## src/rtl/dsp_pkg.sv

```systemverilog
// dsp_pkg: shared Q-format constants and divider state encoding for the DSP datapath
package dsp_pkg;
  localparam int DSP_WIDTH = 16;
  localparam int Q_FRAC = DSP_WIDTH - 1;
  localparam logic [DSP_WIDTH-1:0] Q_MAX = {1'b0, {Q_FRAC{1'b1}}};
  localparam logic [DSP_WIDTH-1:0] Q_MIN = {1'b1, {Q_FRAC{1'b0}}};
  typedef enum logic [1:0] {IDLE, ITER, ROUND} div_state_t;
endpackage

```

## src/rtl/div_step.sv

```systemverilog
// div_step: one combinational restoring-division step yielding a quotient bit and the new remainder
module div_step #(
  parameter int BIT_WIDTH = 16
) (
  input  logic [BIT_WIDTH:0] rem,
  input  logic [BIT_WIDTH:0] divisor,
  input  logic               next_bit,
  output logic [BIT_WIDTH:0] rem_next,
  output logic               q_bit
);
  logic [BIT_WIDTH+1:0] shifted;
  always_comb begin
    shifted = {rem, next_bit};
    q_bit = shifted >= {1'b0, divisor};
    rem_next = q_bit ? (BIT_WIDTH+1)'(shifted - {1'b0, divisor}) : shifted[BIT_WIDTH:0];
  end
endmodule

```

## src/rtl/fixed_divide.sv

```systemverilog
// fixed_divide: sequential signed Q1.15 divider, half-up rounding, saturating, start/done handshake
module fixed_divide
  import dsp_pkg::*;
#(
  parameter int BIT_WIDTH = DSP_WIDTH
) (
  input  logic                 clk,
  input  logic                 reset_n,
  input  logic                 start,
  input  logic [BIT_WIDTH-1:0] a,
  input  logic [BIT_WIDTH-1:0] b,
  output logic [BIT_WIDTH-1:0] quotient,
  output logic                 done,
  output logic                 busy,
  output logic                 overflow,
  output logic                 div_by_zero
);
  localparam int CW = $clog2(BIT_WIDTH);
  localparam logic [BIT_WIDTH-1:0] SAT_POS = {1'b0, {(BIT_WIDTH-1){1'b1}}};
  localparam logic [BIT_WIDTH-1:0] SAT_NEG = ~SAT_POS;
  div_state_t state;
  logic sign, zero, sat, q_bit, clamp, accept;
  logic [BIT_WIDTH:0] a_ext, b_ext, a_abs, b_abs, b_mag, rem, rem_next;
  logic [BIT_WIDTH-1:0] raw, mag, result;
  logic [CW-1:0] count;
  // |a| < |b| whenever the result is not overridden, so |a| preloads the
  // remainder and only the zero fraction/guard tail is shifted in.
  div_step #(.BIT_WIDTH(BIT_WIDTH)) u_step (
    .rem(rem), .divisor(b_mag), .next_bit(1'b0), .rem_next(rem_next), .q_bit(q_bit)
  );
  always_comb begin
    a_ext = {a[BIT_WIDTH-1], a};
    b_ext = {b[BIT_WIDTH-1], b};
    a_abs = a[BIT_WIDTH-1] ? -a_ext : a_ext;
    b_abs = b[BIT_WIDTH-1] ? -b_ext : b_ext;
    accept = start && !busy;
    mag = {1'b0, raw[BIT_WIDTH-1:1]} + BIT_WIDTH'(raw[0]);
    clamp = !sign && mag == SAT_NEG;
    result = (zero || sat || clamp) ? (sign ? SAT_NEG : SAT_POS) : sign ? -mag : mag;
  end
  always_ff @(posedge clk or negedge reset_n) begin
    if (!reset_n) begin
      state <= IDLE;
      quotient <= '0;
      done <= 1'b0;
      busy <= 1'b0;
      overflow <= 1'b0;
      div_by_zero <= 1'b0;
      sign <= 1'b0;
      zero <= 1'b0;
      sat <= 1'b0;
      b_mag <= '0;
      rem <= '0;
      raw <= '0;
      count <= '0;
    end else begin
      done <= 1'b0;
      case (state)
        IDLE: begin
          busy <= accept;
          if (accept) begin
            sign <= a[BIT_WIDTH-1] ^ b[BIT_WIDTH-1];
            zero <= b == '0;
            sat <= a_abs >= b_abs;
            b_mag <= b_abs;
            rem <= a_abs;
            raw <= '0;
            count <= '0;
            state <= ITER;
          end
        end
        ITER: begin
          rem <= rem_next;
          raw <= {raw[BIT_WIDTH-2:0], q_bit};
          count <= count + 1'b1;
          state <= count == CW'(BIT_WIDTH-1) ? ROUND : ITER;
        end
        ROUND: begin
          quotient <= result;
          overflow <= !zero && (sat || clamp);
          div_by_zero <= zero;
          done <= 1'b1;
          state <= IDLE;
        end
        default: state <= IDLE;
      endcase
    end
  end
endmodule

```

## config.mk

```make
export PLATFORM = sky130hd
export DESIGN_NAME = fixed_divide
export DESIGN_NICKNAME = d
export VERILOG_FILES = /design/src/rtl/dsp_pkg.sv /design/src/rtl/div_step.sv /design/src/rtl/fixed_divide.sv
export SDC_FILE = /design/constraint.sdc
export NUM_CORES = 1
export LEC_CHECK = 0
export BUFFER_PORTS_ARGS = -buffer_cell sky130_fd_sc_hd__buf_2
export CAP_MARGIN = 20
export CELL_PAD_IN_SITES_DETAIL_PLACEMENT = 1
export CELL_PAD_IN_SITES_GLOBAL_PLACEMENT = 1
export CORE_ASPECT_RATIO = 0.75
export CORE_MARGIN = 1.5
export CORE_UTILIZATION = 46
export CTS_CLUSTER_SIZE = 28
export DETAILED_ROUTE_END_ITERATION = 12
export PLACE_DENSITY_LB_ADDON = 0.1
export SLEW_MARGIN = 20
export SYNTH_ARGS = -nofsm -noshare
export SYNTH_HDL_FRONTEND = slang
export SYNTH_HIERARCHICAL = 1
export SYNTH_SLANG_ARGS = --single-unit
```

## constraint.sdc

```tcl
create_clock -name clk -period 3.54 [get_ports clk]
set_input_delay 0.177 -clock clk [delete_from_list [all_inputs] [get_ports clk]]
set_output_delay 0.177 -clock clk [all_outputs]
set_load 0.01 [all_outputs]
```

==> flow_summary_export.csv <==
group,metric,value,unit
setup_path,critical_path_arrival,3490,ps
logic_synthesis,synthFlopType,"dfrtp_1",
setup_path,cp-start-kind,"flop",
clock_tree,tritoncts,"yes",
placement,gp_congestion,0.930,
die,initial_core_util,47.8,%
logic_synthesis,ys_async_sr_fraction,100,%
sta,finalSetupTns,0,ps
logic_synthesis,syn_avg_cell_area,8.42,um2
drt,via_per_inst,6.01,
power,p_total,7.19,mW
final_layout,fill_cells,1628,
clock_tree,clk_latency,350,ps
sta,setup_viol,0,
final_layout,diodes,0,
final_layout,utilization,53.1,%
setup_path,critPathRequiredTime,3780,ps
sta,worst_slack,281,ps
logic_synthesis,synth_most_common_cell,"nand2_1",
setup_path,critical_path.top_delay_family,"compound AO/OA/AOI/OAI gates",
sta,finalHoldViolations,0,
setup_path,r2r_cells,11,
logic_synthesis,ys_top_cells_by_count,"138 x nand2_1, 79 x dfrtp_1, 56 x o21ai_0",
setup_path,crit_fanout,14,
die,die_h,104,um
final_layout,nNetsFinal,860,
outcome,outcome,"completed",
power,peakVddDrop,0.431,mV
setup_path,worst-path-stages,11,
clock_tree,cts_buffers,9,
power,p_per_area,1030,mW/mm2
worst_hold_path,whs_path_depth,3,
setup_path,crit_slowest_cell,"or4b_1",
sta,final.setup_skew,5.16,ps
sta,rsz0062_at_grt,"no",
die,die_area,0.0144,mm2
logic_synthesis,netlist_instances,747,
drt,first_pass_iters,5,
setup_path,crit_path_end_kind,"flop",
placement,dp.final_hpwl,14.5,mm
logic_synthesis,synth_area,0.00629,mm2
logic_synthesis,synth_top_cell_area_share,31.4,%
logic_synthesis,synth-edff-count,0,
drt,wl_met2,7.91,mm
sta,min_period,3260,ps
placement,port_buffers,54,
drt,vias,5768,
clock_tree,clkTransAtPathRegs,60,ps
grt,grt_max_degree,57,
clock_tree,h-tree-depth,3,
logic_synthesis,yosys.area.top_type,"dfrtp_1",
grt,grt_overflow,0,
logic_synthesis,synth-seq-cells,79,
die,pin_count,55,
drt,wire_per_inst,20.4,um
setup_path,crit_type,"flop to flop",
drt,drt_iter0_markers,537,
grt,antenna_found_initial,0,
logic_synthesis,ys_types,77,
logic_synthesis,synthTopCellsByArea,"dfrtp_1 31%, nand2_1 8.2%, ha_1 8.0%",
logic_synthesis,yosys_warnings,6,
flow_run,drv_cap,0,
drt,wl_met1,10.4,mm
drt,drtAntennaViolNets,0,
logic_synthesis,synth.yosys.seq_area_share,31.4,%
setup_path,cpMostUsedCell,"ha_1",
worst_hold_path,hold_class,"primary input to flop",
sta,slew-limit-headroom,42.5,%
sta,worst_slew_pin_slew,863,ps
sta,max_freq,307,MHz
final_layout,drive_gt1_share,14.8,%
die,fp.coreArea,0.0132,mm2
setup_path,crit_chain,"ha_1 -> ha_1 -> inv_1 -> ha_1 -> or4b_1 -> o31ai_1 -> o31a_2 -> a21oi_2 -> o21ai_0 -> a22oi_1 -> mux2_2",
drt,dr_wl_met3,1.03,mm
die,rows,36,
clock_tree,ctsLongestPathBuffers,2,
placement,pre_cts_slack,337,ps
grt,grt_pass1_wl,32.3,mm
grt,grt_usage,28.2,%
setup_path,critPathBufInv,1,
drt,drc,0,
power,leakage,3.18,nW
grt,grt_pass1_vias,5916,
final_layout,area_delta_synth_final,10.9,%
die,die_w,138,um
clock_tree,clkSinkCount,79,
drt,top_layer_used,"met4",
clock_tree,cts_root_buf,"clkbuf_16",
setup_path,critPathMaxStageDelay,440,ps
clock_tree,cts_resized,0,
sta,min_period_over_period,92.1,%
sta,maxSlewViolCount,0,
drt,wirelength,19.6,mm
## path summary, 6_finish.rpt
check	startpoint	end	slack [ps]
min	b[14]	zero$_DFFE_PN0P_	180
max	raw[1]$_DFFE_PN0P_	quotient[4]$_DFFE_PN0P_	280
min reg2reg	quotient[2]$_DFFE_PN0P_	quotient[2]$_DFFE_PN0P_	480
max in group asynchronous	reset_n	count[1]$_DFFE_PN0P_	2290
min in group asynchronous	reset_n	rem[15]$_DFFE_PN0P_	440
max reg2reg	raw[1]$_DFFE_PN0P_	quotient[4]$_DFFE_PN0P_	280
## layout make-up
cell class                 instances  area (um2)  share of cell area, %
clock buffer                      10         229                   3.28
clock inverter                     5        82.6                   1.18
inverter                          36         148                   2.12
multi-input combinational        596        3990                   57.2
sequential                        79        1980                   28.3
tap                              171         214                   3.07
timing repair buffer              62         335                   4.81
## cells by family after synthesis
logic type / count (synthesis) / share of synthesized area, %
xor+xnor: 52 / 7.24
buf+inv: 74 / 5.37
compound gates: 194 / 20.9
simple gates: 285 / 22.6
fa+ha+maj: 41 / 8.27
flops: 79 / 31.4
other cells: 2 / 0.119
mux: 20 / 4.02
## placed cells by master, fill, tap and decap left out, types with 4 or more instances in the layout
master | synthesis | routed
a21boi_0 | 4 | 4
dfrtp_1 | 79 | 79
buf_4 | 1 | 8
a31oi_1 | 5 | 5
nand2b_1 | 9 | 9
nor4_1 | 6 | 6
nand2_1 | 138 | 138
or4_1 | 7 | 7
conb_1 | 2 | 4
o211ai_1 | 4 | 4
and3_1 | 4 | 4
and2_1 | 8 | 8
a21oi_1 | 34 | 34
nor2_1 | 23 | 23
buf_2 | 4 | 53
inv_1 | 35 | 35
and4_1 | 6 | 6
a22oi_1 | 17 | 17
mux2_4 | 10 | 10
nor2b_1 | 6 | 5
nand4_1 | 7 | 7
xor2_1 | 24 | 24
o31ai_1 | 16 | 16
xnor2_1 | 28 | 28
a211o_1 | 7 | 7
mux2i_1 | 8 | 8
nor3_1 | 14 | 14
clkbuf_16 | 0 | 9
o21ai_0 | 56 | 56
nand3_1 | 34 | 34
o41ai_1 | 4 | 4
a21o_1 | 11 | 11
ha_1 | 40 | 40
## registers in the layout, indices dropped and copies added, names as in the netlist
register / flops
div_by_zero: 1
rem: 17
done: 1
busy: 1
count: 4
overflow: 1
sign: 1
quotient: 16
sat: 1
raw: 16
b_mag: 17
zero: 1
state: 2
## worst register-to-register path, stage by stage, from the launching register on
cell and delay, ps:
dfrtp_1 410, ha_1 270, ha_1 340, inv_1 100
ha_1 220, or4b_1 450, o31ai_1 160, o31a_2 380
a21oi_2 230, o21ai_0 180, a22oi_1 100, mux2_2 300
## where the power goes
part | internal, mW | switching, mW
Sequential | 1.32 | 0.518
Combinational | 1.87 | 2.46
Clock | 0.617 | 0.408
Total | 3.81 | 3.38
## layer usage
| metal | vias to the layer above | track usage, % |
|---|---|---|
| met4 | 0 | 6.39 |
| met5 | - | 0 |
| met1 | 2856 | 44.0 |
| li1 | 2742 | - |
| met2 | 153 | 39.3 |
| met3 | 17 | 5.89 |
## metrics by stage
stage / hold WS [ps] / instance area, um2 / instances
2_1_floorplan: -119 / 6300 / 749
3_3_place_gp: 290 / 6660 / 943
3_5_place_dp: 301 / 6660 / 943
4_1_cts: 177 / 6980 / 959
5_1_grt: 217 / 6980 / 959
6_report: 180 / 6980 / 959
## what timing repair did
action,4_1_cts,5_1_grt
endpoints found under the hold margin,55,0
buffers inserted,0,0
hold buffers,1,0
No activity file was read; power rests on OpenSTA's default activity.
